[src/rtl/memc_unload_if.sv]
// Handshake/data bundle between the systolic array side and the result unload buffer.
interface memc_unload_if #(
  parameter int BITS_C = 16,
  parameter int DIM    = 8
);
  logic                              start;
  logic                              en;
  logic signed [DIM-1:0][BITS_C-1:0] Cin;
  logic                              rd;
  logic        [$clog2(DIM)-1:0]     Crow;
  logic signed [DIM-1:0][BITS_C-1:0] Cout;
  logic                              rd_valid;
  logic                              busy;
  logic                              ready;

  modport master (
    output start, en, Cin, rd, Crow,
    input  Cout, rd_valid, busy, ready
  );

  modport slave (
    input  start, en, Cin, rd, Crow,
    output Cout, rd_valid, busy, ready
  );
endinterface

[src/rtl/memc_unload.sv]
// Deskews DIM skewed lane outputs of a systolic array into a DIM x DIM tile and
// serves one row per cycle once the tile is complete.
//
// state     | meaning
// ----------+-------------------------------------------------------------
// S_IDLE    | no tile held, waiting for start
// S_CAPTURE | collecting skewed beats, k counts en-high beats 0..2*DIM-2
// S_READY   | full tile held, row reads permitted, start re-arms capture
module memc_unload #(
  parameter int BITS_C = 16,
  parameter int DIM    = 8
) (
  input  logic         clk,
  input  logic         rst,
  memc_unload_if.slave bus
);

  localparam int KW = $clog2(2*DIM-1);
  localparam int RW = $clog2(DIM);
  localparam logic [KW-1:0] K_LAST = KW'(2*DIM-2);

  typedef enum logic [1:0] {
    S_IDLE,
    S_CAPTURE,
    S_READY
  } state_t;

  state_t          state_q, state_d;
  logic [KW-1:0]   k_q, k_d;
  logic [BITS_C-1:0] tile_q [DIM][DIM];
  logic [DIM-1:0]  we;
  logic [RW-1:0]   wrow [DIM];
  logic [KW:0]     diff;

  always_ff @(posedge clk) begin
    if (rst) begin
      state_q <= S_IDLE;
      k_q     <= '0;
    end else begin
      state_q <= state_d;
      k_q     <= k_d;
    end
  end

  always_comb begin
    state_d = state_q;
    k_d     = k_q;
    case (state_q)
      S_IDLE: begin
        if (bus.start) begin
          state_d = S_CAPTURE;
          k_d     = '0;
        end
      end
      S_CAPTURE: begin
        // k stops at its last value instead of wrapping
        if (bus.en) begin
          if (k_q == K_LAST) state_d = S_READY;
          else               k_d     = k_q + KW'(1);
        end
      end
      S_READY: begin
        if (bus.start) begin
          state_d = S_CAPTURE;
          k_d     = '0;
        end
      end
      default: state_d = S_IDLE;
    endcase
  end

  // Lane j on beat k carries element (k-j, j) of the tile, if that row exists.
  always_comb begin
    diff = '0;
    for (int j = 0; j < DIM; j++) begin
      we[j]   = 1'b0;
      diff    = {1'b0, k_q} - (KW+1)'(j);
      wrow[j] = diff[RW-1:0];
      if (state_q == S_CAPTURE && bus.en &&
          {1'b0, k_q} >= (KW+1)'(j) && diff < (KW+1)'(DIM))
        we[j] = 1'b1;
    end
  end

  always_ff @(posedge clk) begin
    for (int j = 0; j < DIM; j++) begin
      if (!rst && we[j]) tile_q[wrow[j]][j] <= bus.Cin[j];
    end
  end

  // Writes only happen in S_CAPTURE, so a read on the restart cycle sees old data.
  always_ff @(posedge clk) begin
    if (rst) begin
      bus.rd_valid <= 1'b0;
      bus.Cout     <= '0;
    end else if (bus.rd && state_q == S_READY) begin
      bus.rd_valid <= 1'b1;
      for (int j = 0; j < DIM; j++) bus.Cout[j] <= tile_q[bus.Crow][j];
    end else begin
      bus.rd_valid <= 1'b0;
    end
  end

  assign bus.busy  = (state_q == S_CAPTURE);
  assign bus.ready = (state_q == S_READY);

endmodule

[src/flat_wrapper.sv]
// flat-port wrapper written by rule: the top's interface ports become plain ports
module memc_unload_flat 
#(
  parameter int BITS_C = 16,
  parameter int DIM    = 8
)
  (clk, rst, bus_start, bus_en, bus_Cin, bus_rd, bus_Crow, bus_Cout, bus_rd_valid, bus_busy, bus_ready);
  memc_unload_if #(.BITS_C(BITS_C), .DIM(DIM)) bus_i ();
  input  logic clk;
  input  logic rst;
  input wire logic [$bits(bus_i.start)-1:0] bus_start;
  input wire logic [$bits(bus_i.en)-1:0] bus_en;
  input wire logic [$bits(bus_i.Cin)-1:0] bus_Cin;
  input wire logic [$bits(bus_i.rd)-1:0] bus_rd;
  input wire logic [$bits(bus_i.Crow)-1:0] bus_Crow;
  output wire logic [$bits(bus_i.Cout)-1:0] bus_Cout;
  output wire logic [$bits(bus_i.rd_valid)-1:0] bus_rd_valid;
  output wire logic [$bits(bus_i.busy)-1:0] bus_busy;
  output wire logic [$bits(bus_i.ready)-1:0] bus_ready;
  assign bus_i.start = bus_start;
  assign bus_i.en = bus_en;
  assign bus_i.Cin = bus_Cin;
  assign bus_i.rd = bus_rd;
  assign bus_i.Crow = bus_Crow;
  assign bus_Cout = bus_i.Cout;
  assign bus_rd_valid = bus_i.rd_valid;
  assign bus_busy = bus_i.busy;
  assign bus_ready = bus_i.ready;
  memc_unload #(.BITS_C(BITS_C), .DIM(DIM)) u_core (.clk(clk), .rst(rst), .bus(bus_i));
endmodule
[config.mk]
export PLATFORM = sky130hd
export DESIGN_NAME = memc_unload_flat
export DESIGN_NICKNAME = d
export VERILOG_FILES = /design/src/rtl/memc_unload_if.sv /design/src/rtl/memc_unload.sv /design/src/flat_wrapper.sv
export SDC_FILE = /design/constraint.sdc
export NUM_CORES = 1
export LEC_CHECK = 0
export CAP_MARGIN = 20
export CORE_MARGIN = 5
export CORE_UTILIZATION = 45
export CTS_CLUSTER_DIAMETER = 80
export DETAILED_ROUTE_END_ITERATION = 6
export GPL_ROUTABILITY_DRIVEN = 0
export GPL_TIMING_DRIVEN = 0
export SYNTH_ARGS = -nofsm -noshare
export SYNTH_HDL_FRONTEND = slang
export SYNTH_SLANG_ARGS = --single-unit
export TNS_END_PERCENT = 50
[constraint.sdc]
create_clock -name clk -period 3.91 [get_ports clk]
set_clock_uncertainty 0.05 [all_clocks]
set_input_delay 0.782 -clock clk [delete_from_list [all_inputs] [get_ports clk]]
set_output_delay 0.782 -clock clk [all_outputs]
set_load 0.03 [all_outputs]
Yosys cells after proc, flatten, opt, wreduce, memory -nomap -nowiden
Memory sizes are Yosys's and may differ from the RTL's. A register that Yosys moved wholly into a read port is not among the register bits.
Index checks and enable logic that the tools add are counted.
Operators by class
  add/subtract/negate cells: 8
  $lt $le $gt $ge: 15
  eq/ne operators: 7
  multiplexer cells: 33
  reduce and logical (&&, ||, !) cells: 31
Operators by type and width (count)
  5-bit by 4-bit < comparator with 1-bit output, second input constant: 7
  1-bit logical AND: 25
  1-bit two-way mux: 25
  4-bit by 3-bit subtractor with 5-bit output, second input constant: 4
  4-bit by 3-bit >= comparator with 1-bit output, second input constant: 4
  4-bit two-way mux: 3
  4-bit by 2-bit subtractor with 5-bit output, second input constant: 2
  4-bit by 2-bit >= comparator with 1-bit output, second input constant: 2
  4-bit one-hot mux with 2 select lines: 1
  2-bit two-way mux: 3
  4-bit by 1-bit subtractor with 5-bit output, second input constant: 1
  4-bit by 1-bit adder with 4-bit output, second input constant: 1
  4-bit equality test, second input constant: 1
  4-bit by 1-bit >= comparator with 1-bit output, second input constant: 1
  4-bit < comparator, second input constant: 1
  2-bit by 1-bit != test with 1-bit output, second input constant: 2
  2-bit != test, second input constant: 2
  2-bit one-hot mux with 2 select lines: 1
  4-bit AND reduction: 1
  3-bit AND reduction: 1
  2-bit by 1-bit equality test with 1-bit output, second input constant: 1
  2-bit equality test, second input constant: 1
  2-bit logical NOT: 1
  2-bit nonzero test: 1
  other kinds (2): 2
Word-level totals
  register bits: 7
  RAM bits: 1024
  input bits: 136
  output and inout bits: 131
  memories kept: 1
Memory list
  u_core.tile_q: depth 8, width 128, rd ports 1, clocked after memory_dff 1, write ports 8, RTL line memc_unload.sv:30  | logic [BITS_C-1:0] tile_q [DIM][DIM];

Depth between registers and ports, before layout
Gate-level depths: netlist of run 1.
  depth after elaboration: 8
  gate-level depth with buffers: 8
  mapped depth without buffers: 6

Worst setup path before layout of run 1
No wires, ideal clock.
  kind: register to register
  from: register u_core.k_q[0]
  to: memory u_core.tile_q[1][100] (netlist bit), enable pin
  library setup time: 0.430 ns
  arrival time: 2.978 ns
  required time: 3.430 ns
  setup slack: 0.451 ns
  cell stages (with the launch flop): 8
  buffers on the path: 1
  period minus slack after synthesis: 3.459 ns
  cells stage by stage: dfxtp_1 > buf_2 > inv_1 > ha_1 > xor2_1 > nor3_2 > nand2_1 > nor4_1
RTL lines
  start, declared: RTL line memc_unload.sv:29  | logic [KW-1:0] k_q, k_d;
  start signal, assigned: RTL line memc_unload.sv:41  | k_q <= k_d;
  end, declared: RTL line memc_unload.sv:30

==> summary.md, run 1 <==
| Metric | Value |
|---|---|
| Clk sinks | `1159` |
| Max-Cap Viols | `0` |
| Largest cells by area after synthesis | `edfxtp_1 (69%), mux2i_1 (12%), dfxtp_1 (6.1%)` |
| Initial antenna violation count | `23` |
| First-pass GRT wire length | `181 mm` |
| Data arrival time of the critical path | `just under 4000 ps` |
| CTS clk-pin slew, worst paths | `60 ps` |
| Chip width | `around 320 um` |
| Worst-Skew Late Latency | `710 ps` |
| Reg2Reg Depth | `6` |
| Logic pwr share | `4.2%` |
| Minimum hold slack | `445 ps` |
| Post-synth EDFFs | `1024` |
| Vias | `between 20000 and 30000` |
| Port Buffers | `265` |
| Final Hold Fails | `0` |
| Fin nets | `3247` |
| Final Cell Area | `53500 um2` |
| Post-CTS Setup Inserts | `0` |
| Clock root buffer | `clkbuf_16` |
| Area post-placement | `slightly below 50000 um2` |
| Finished Core Util | `54.5%` |
| Dpl cells | `4266` |
| Inserted Clock Buffers | `roughly 120` |
| Required @ worst endpoint | `4150 ps` |
| Hold worst-path end | `u_core.bus.Cout[45]` |
| Rows | `115` |
| Die ar. | `105000 um2` |
| FMAX | `about 0.28 GHz` |
| Drt total wl | `130 mm` |
| Worst Hold Depth | `2` |
| Largest net degree at the start of global routing | `17` |
| Finished Layout Cells | `4505` |
| Slew @ Worst Pin | `about 1200 ps` |
| Clock Path Buffers | `3` |
| FF-to-FF Start | `u_core.k_q[2]` |
| Primary FF master, synth | `edfxtp_1` |
| Routed WL per cell | `28.8 um` |
| Post-DRT Antenna Nets | `0` |
| Synth cell types | `46` |
| Crit-path max FO | `16` |
| Leak | `18.1 nW` |
| R2R setup slack | `280 ps` |
| Hold-fix buffers, CTS | `0` |
| Iter 0 DRT Violations | `about 2900` |
| P per Cell Area | `477 nW/um2` |
| Boundary Pins | `about 270` |
| Worst reg2reg path endpoint | `u_core.tile_q[2][51]` |
| Die Height | `324 um` |
| Final setup TNS | `0 ps` |
| Overflow after GRT | `0` |
| Worst Hold Launch | `u_core.bus.Cout[45]` |
| Pint | `20.3 mW` |
| Worst Setup Slack, final | `around 280 ps` |
| Drt drc | `14` |
| Setup WS pre-CTS | `-277 ps` |
| Routed vias/inst | `~5.7` |
| Mapped Area | `44300 um2` |
| CP Launch Point | `u_core.k_q[2]` |
| Layout cells sized above 1 | `between 10% and 20%` |
| Initial Util | `45.2%` |
| Cells after synthesis | `2665` |
| HP Class | `flip-flop to flip-flop` |
| Minimum period implied by the final worst setup slack | `roughly 3600 ps` |
| Yosys top cell by area | `edfxtp_1` |
| Seq/Total Area, Yosys | `75.5%` |
| Normalized max-slew margin | `20.2%` |
| Net Count, Synth | `2812` |
| Clk pwr share | `between 40% and 50%` |
| Status | `complete, but fails checks` |
| DR pass1 iterations | `7` |
| Switching part of the total power | `20.5%` |
| Gr usage total | `around 24%` |
| Switching pwr | `5.24 mW` |
| RSZ-0062 raised after global routing | `false` |
| Synth Register Bits | `1159` |
| Final setup vio count | `0` |
| Top-area cell type share of the netlist area | `69.4%` |
| Synthesis Warnings | `0` |
| Pwr Total | `25.5 mW` |
| CORE AREA | `just under 100000 um2` |
| Async set-reset flop share out of synthesis | `0%` |
| Post-synthesis average cell area | `16.6 um2` |
| Crit Path Category | `flip-flop to flip-flop` |
| Violated checks | `design-rule violations` |
| Kind of end point of the critical path | `flip-flop` |
| Startpoint types | `flip-flop` |
| Reg power frac | `52.7%` |
| Area grow syn2layout | `20.7%` |
| # H-tree levels | `3` |
| Final Slew Violations | `0` |
| Worst vdd ir | `348 uV` |
| Vias in the first global route | `25800` |
| CTS resizes | `0` |
| CTS tree | `done` |
| Post-DP HPWL | `84.7 mm` |
| Tcrit/Tclk final | `92.8%` |
-- flip-flops by register name, summed over array words and instances (netlist names) --
| name | cells |
|---|---|
| u_core.bus.Cout | 128 |
| u_core.bus.rd_valid | 1 |
| u_core.k_q | 4 |
| u_core.state_q | 2 |
| u_core.tile_q | 1024 |
-- how the worst max path moves through the flow --
stage | to | slack (ps) | cells after the start
after floorplan | u_core.tile_q[1][100] | 450 | 7
after global placement | u_core.tile_q[5][111] | -3130 | 5
after detailed placement | u_core.tile_q[1][99] | -280 | 8
after CTS | u_core.tile_q[0][58] | 390 | 6
after global routing | u_core.tile_q[0][58] | 260 | 6
final | u_core.tile_q[2][51] | 280 | 6
-- worst max-delay path, cell delays in order (launching register included) --
cell      delay (ps)
dfxtp_1          460
buf_4            220
buf_2            280
inv_1            180
ha_1             290
nand3b_1         670
nor2_4          1050
-- routing by layer --
metal	track usage (%)	wire, um
met1	32.0	52300
met2	39.6	61700
met3	6.23	11400
met4	7.39	4040
met5	0	83
-- Yosys cell counts (2+ instances only) --
cell	count
nor2b_1	4
inv_1	8
o21ai_0	8
edfxtp_1	1024
nor2_1	187
nor3b_1	2
or3_1	4
nor4_1	3
clkbuf_1	50
nand4b_1	2
xnor2_1	2
nand3_1	6
buf_6	26
nor3_1	142
ha_1	11
nand3b_1	3
or3b_1	2
nand2b_1	3
mux2i_1	513
a21oi_1	136
buf_1	20
nand2_1	22
or2_2	2
buf_4	34
and2_1	3
buf_2	36
dfxtp_1	135
a22oi_1	257
nor3_2	3
-- logic make-up (layout without fill, tap and decap cells) --
| family | after synthesis | count (layout) | synth area share (%) |
|---|---|---|---|
| compound gates | 408 | 408 | 6.11 |
| xor+xnor | 3 | 3 | 0.0593 |
| fa+ha+maj | 11 | 11 | 0.311 |
| buf+inv | 174 | 712 | 2.30 |
| flops | 1159 | 1159 | 75.5 |
| mux | 513 | 513 | 11.6 |
| other cells | 0 | 15 | 0 |
| simple gates | 397 | 397 | 4.15 |
-- cells in the final DEF, fill, tap and decap left out, drive strengths merged, types with 13 or more instances in the layout --
cell type	count
nor3	145
buf	165
a22oi	257
clkbuf	226
diode	15
clkinv	33
mux2i	513
a21oi	136
dfxtp	135
edfxtp	1024
clkdlybuf4s50	265
inv	13
nor2	188
nand2	22
-- final cells by class --
type / instances / area, um2
flip-flops and latches: 1159 / 33500
inverters: 8 / 30.0
multi-input cells: 1332 / 10200
clock buffers: 174 / 3390
well taps: 1287 / 1610
repair buffers: 316 / 3340
diodes: 15 / 37.5
clock inverters: 48 / 437
plain buffers: 166 / 991
fillers: 7804 / 44600
-- power groups by stage --
stage               Combinational (mW)  Clock, mW  Sequential (mW)
global placement                  1.01          0             13.7
floorplan                        0.539          0             13.7
CTS                               1.06       11.1             13.5
finish                            1.06       11.0             13.5
detailed placement                1.05          0             13.7
global route                      1.12       11.7             13.5
Power figures use the tool's default switching activity.
==> run 2: changes to the inputs <==
--- a/config.mk
+++ b/config.mk
@@ -6,12 +6,13 @@
 export NUM_CORES = 1
 export LEC_CHECK = 0
 export CAP_MARGIN = 20
-export CORE_MARGIN = 5
+export CORE_MARGIN = 2
 export CORE_UTILIZATION = 45
 export CTS_CLUSTER_DIAMETER = 80
 export DETAILED_ROUTE_END_ITERATION = 6
 export GPL_ROUTABILITY_DRIVEN = 0
 export GPL_TIMING_DRIVEN = 0
+export HOLD_SLACK_MARGIN = 0.06
 export SYNTH_ARGS = -nofsm -noshare
 export SYNTH_HDL_FRONTEND = slang
 export SYNTH_SLANG_ARGS = --single-unit
==> summary.md, run 2 (synthesis gave the netlist of run 1 again) <==
| Metric | Value |
|---|---|
| Status | `complete, no violations` |
| Max reg flops | `1024` |
| Layout cells sized above 1 | `12.4%` |
| Initial antenna violation count | `24` |
| Post-DP HPWL | `roughly 86 mm` |
| CTS clk-pin slew, worst paths | `60 ps` |
| Post-DRT Antenna Nets | `0` |
| Clk sinks | `around 1200` |
| Vias in the first global route | `25600` |
| Post-CTS Setup Inserts | `0` |
| # H-tree levels | `3` |
| Worst Hold Launch | `u_core.bus.Cout[62]` |
| Data arrival time of the critical path | `3950 ps` |
| RSZ-0062 raised after global routing | `false` |
| FMAX | `0.277 GHz` |
| CTS tree | `done` |
| First-pass GRT wire length | `about 180 mm` |
| Routed vias/inst | `5.77` |
| Normalized max-slew margin | `30.3%` |
| Worst reg2reg path endpoint | `u_core.tile_q[1][92]` |
| Area grow syn2layout | `21.0%` |
| Max-Cap Viols | `0` |
| Commonest cells after routing, fill and taps aside | `edfxtp_1 (1024), mux2i_1 (513), clkdlybuf4s50_1 (265), a22oi_1 (257), nor2_1 (137)` |
| Worst vdd ir | `378 uV` |
| Hold-fix buffers, CTS | `0` |
| Reg2Reg Depth | `8` |
| Inserted Clock Buffers | `roughly 120` |
| Worst Setup Slack, final | `305 ps` |
| CP max-delay cell | `nor3_4` |
| Drt total wl | `132 mm` |
| DR pass1 iterations | `6` |
| Final setup vio count | `0` |
| Vias | `~26000` |
| Boundary Pins | `267` |
| Crit Path Category | `flip-flop to flip-flop` |
| WP buf/inv | `4` |
| Clock root buffer | `clkbuf_16` |
| Tcrit/Tclk final | `92.2%` |
| Gr usage total | `25.7%` |
| Minimum period implied by the final worst setup slack | `3600 ps` |
| Startpoint types | `flip-flop` |
| Setup WS pre-CTS | `-50.6 ps` |
| Delay-heaviest family, CP | `simple AND/OR/NAND/NOR gates` |
| Kind of end point of the critical path | `flip-flop` |
| P per Cell Area | `479 nW/um2` |
| Leak | `between 15 and 20 nW` |
| Finished Layout Cells | `4499` |
| Fin nets | `between 3000 and 4000` |
| HP Class | `flip-flop to flip-flop` |
| Die ar. | `101000 um2` |
| Final Hold Fails | `0` |
| Worst Hold Depth | `2` |
| Final Slew Violations | `0` |
| Stages on worst setup path | `8` |
| CORE AREA | `between 90000 and 100000 um2` |
| Port Buffers | `265` |
| Worst-path cell chain | `buf_4 > buf_2 > inv_1 > ha_1 > o21ai_0 > nand4_2 > nor3_4 > buf_16` |
| Die Height | `318 um` |
| Slew @ Worst Pin | `between 1000 and 1500 ps` |
| FF-to-FF Start | `u_core.k_q[2]` |
| Rows | `115` |
| R2R setup slack | `310 ps` |
| Hold worst-path end | `u_core.bus.Cout[62]` |
| CP max stage delay | `~1000 ps` |
| Crit-path max FO | `10` |
| Dpl cells | `about 4300` |
| Largest net degree at the start of global routing | `17` |
| Iter 0 DRT Violations | `2823` |
| Required @ worst endpoint | `4250 ps` |
| CTS resizes | `0` |
| Chip width | `318 um` |
| Overflow after GRT | `0` |
| Most common cell after layout, fill and taps aside | `edfxtp_1` |
| Worst-Skew Late Latency | `710 ps` |
| Routed WL per cell | `29.4 um` |
| Clock Path Buffers | `3` |
| Fillers | `7679` |
| Initial Util | `45.2%` |
| Drt drc | `0` |
run 2: changes by cell type in the layout (fill, tap and decap cells not counted), moves of 2 or more:
cell / delta
clkbuf_8: +3
clkinv_4: +2
nor2_2: -6
clkbuf_2: -2
clkinv_2: +5
clkbuf_1: -7
diode_2: -3
buf_16: +7
buf_8: -9
nor2_4: +6
clkinv_8: +2
run 2: worst register-to-register path, cell delays in order (launching register included):
cell     delay (ps)
dfxtp_1         450
buf_4           220
buf_2           280
inv_1           150
ha_1            270
o21ai_0         120
nand4_2         500
nor3_4          990
buf_16          240
run 2: worst max path at each step:
stage / startpoint / end / slack, ps
CTS: u_core.k_q[2] / u_core.tile_q[7][55] / 390
global placement: rst / u_core.tile_q[5][96] / -2820
finish: u_core.k_q[2] / u_core.tile_q[1][92] / 310
global route: u_core.k_q[2] / u_core.tile_q[7][61] / 220
detailed placement: bus_en / u_core.tile_q[5][29] / -50
floorplan: u_core.k_q[0] / u_core.tile_q[1][100] / 450
run 2: metal layers:
metal	GRT usage (%)	part of all wire, %	vias to the layer above	routed length (um)
met5	0	0.11	-	141
met4	11.0	4.0	22	5300
met3	6.11	8.7	278	11500
met2	42.2	48	1181	64200
met1	32.6	39	13100	51300
li1	-	-	11300	-
run 2: layout make-up:
cell class,instances,area (um2),share of cell area [%]
buffer,166,991,1.85
antenna,12,30.0,0.0560
clock inverter,56,518,0.966
timing repair buffer,310,3370,6.29
clock buffer,169,3380,6.30
sequential,1159,33500,62.4
tap,1287,1610,3.00
multi-input combinational,1332,10200,19.1
inverter,8,30.0,0.0560
run 2: metrics by stage:
stage | power (mW) | area (um2) | utilization [%] | hold WS (ps) | TNS (ps)
floorplan | 14.3 | 44300 | - | 491 | 0
global placement | 14.8 | 48600 | 49.6 | 438 | -812470
detailed placement | 14.8 | 49700 | 50.7 | 438 | -583
CTS | 25.8 | 53600 | 54.7 | 445 | 0
global route | 26.4 | 53600 | 54.7 | 465 | 0
finish | 25.7 | 53600 | 54.7 | 442 | 0
run 2: report_power, final:
part | switching [mW] | internal [mW]
registers | 0.00407 | 13.5
clock network | 4.69 | 6.46
logic | 0.675 | 0.408
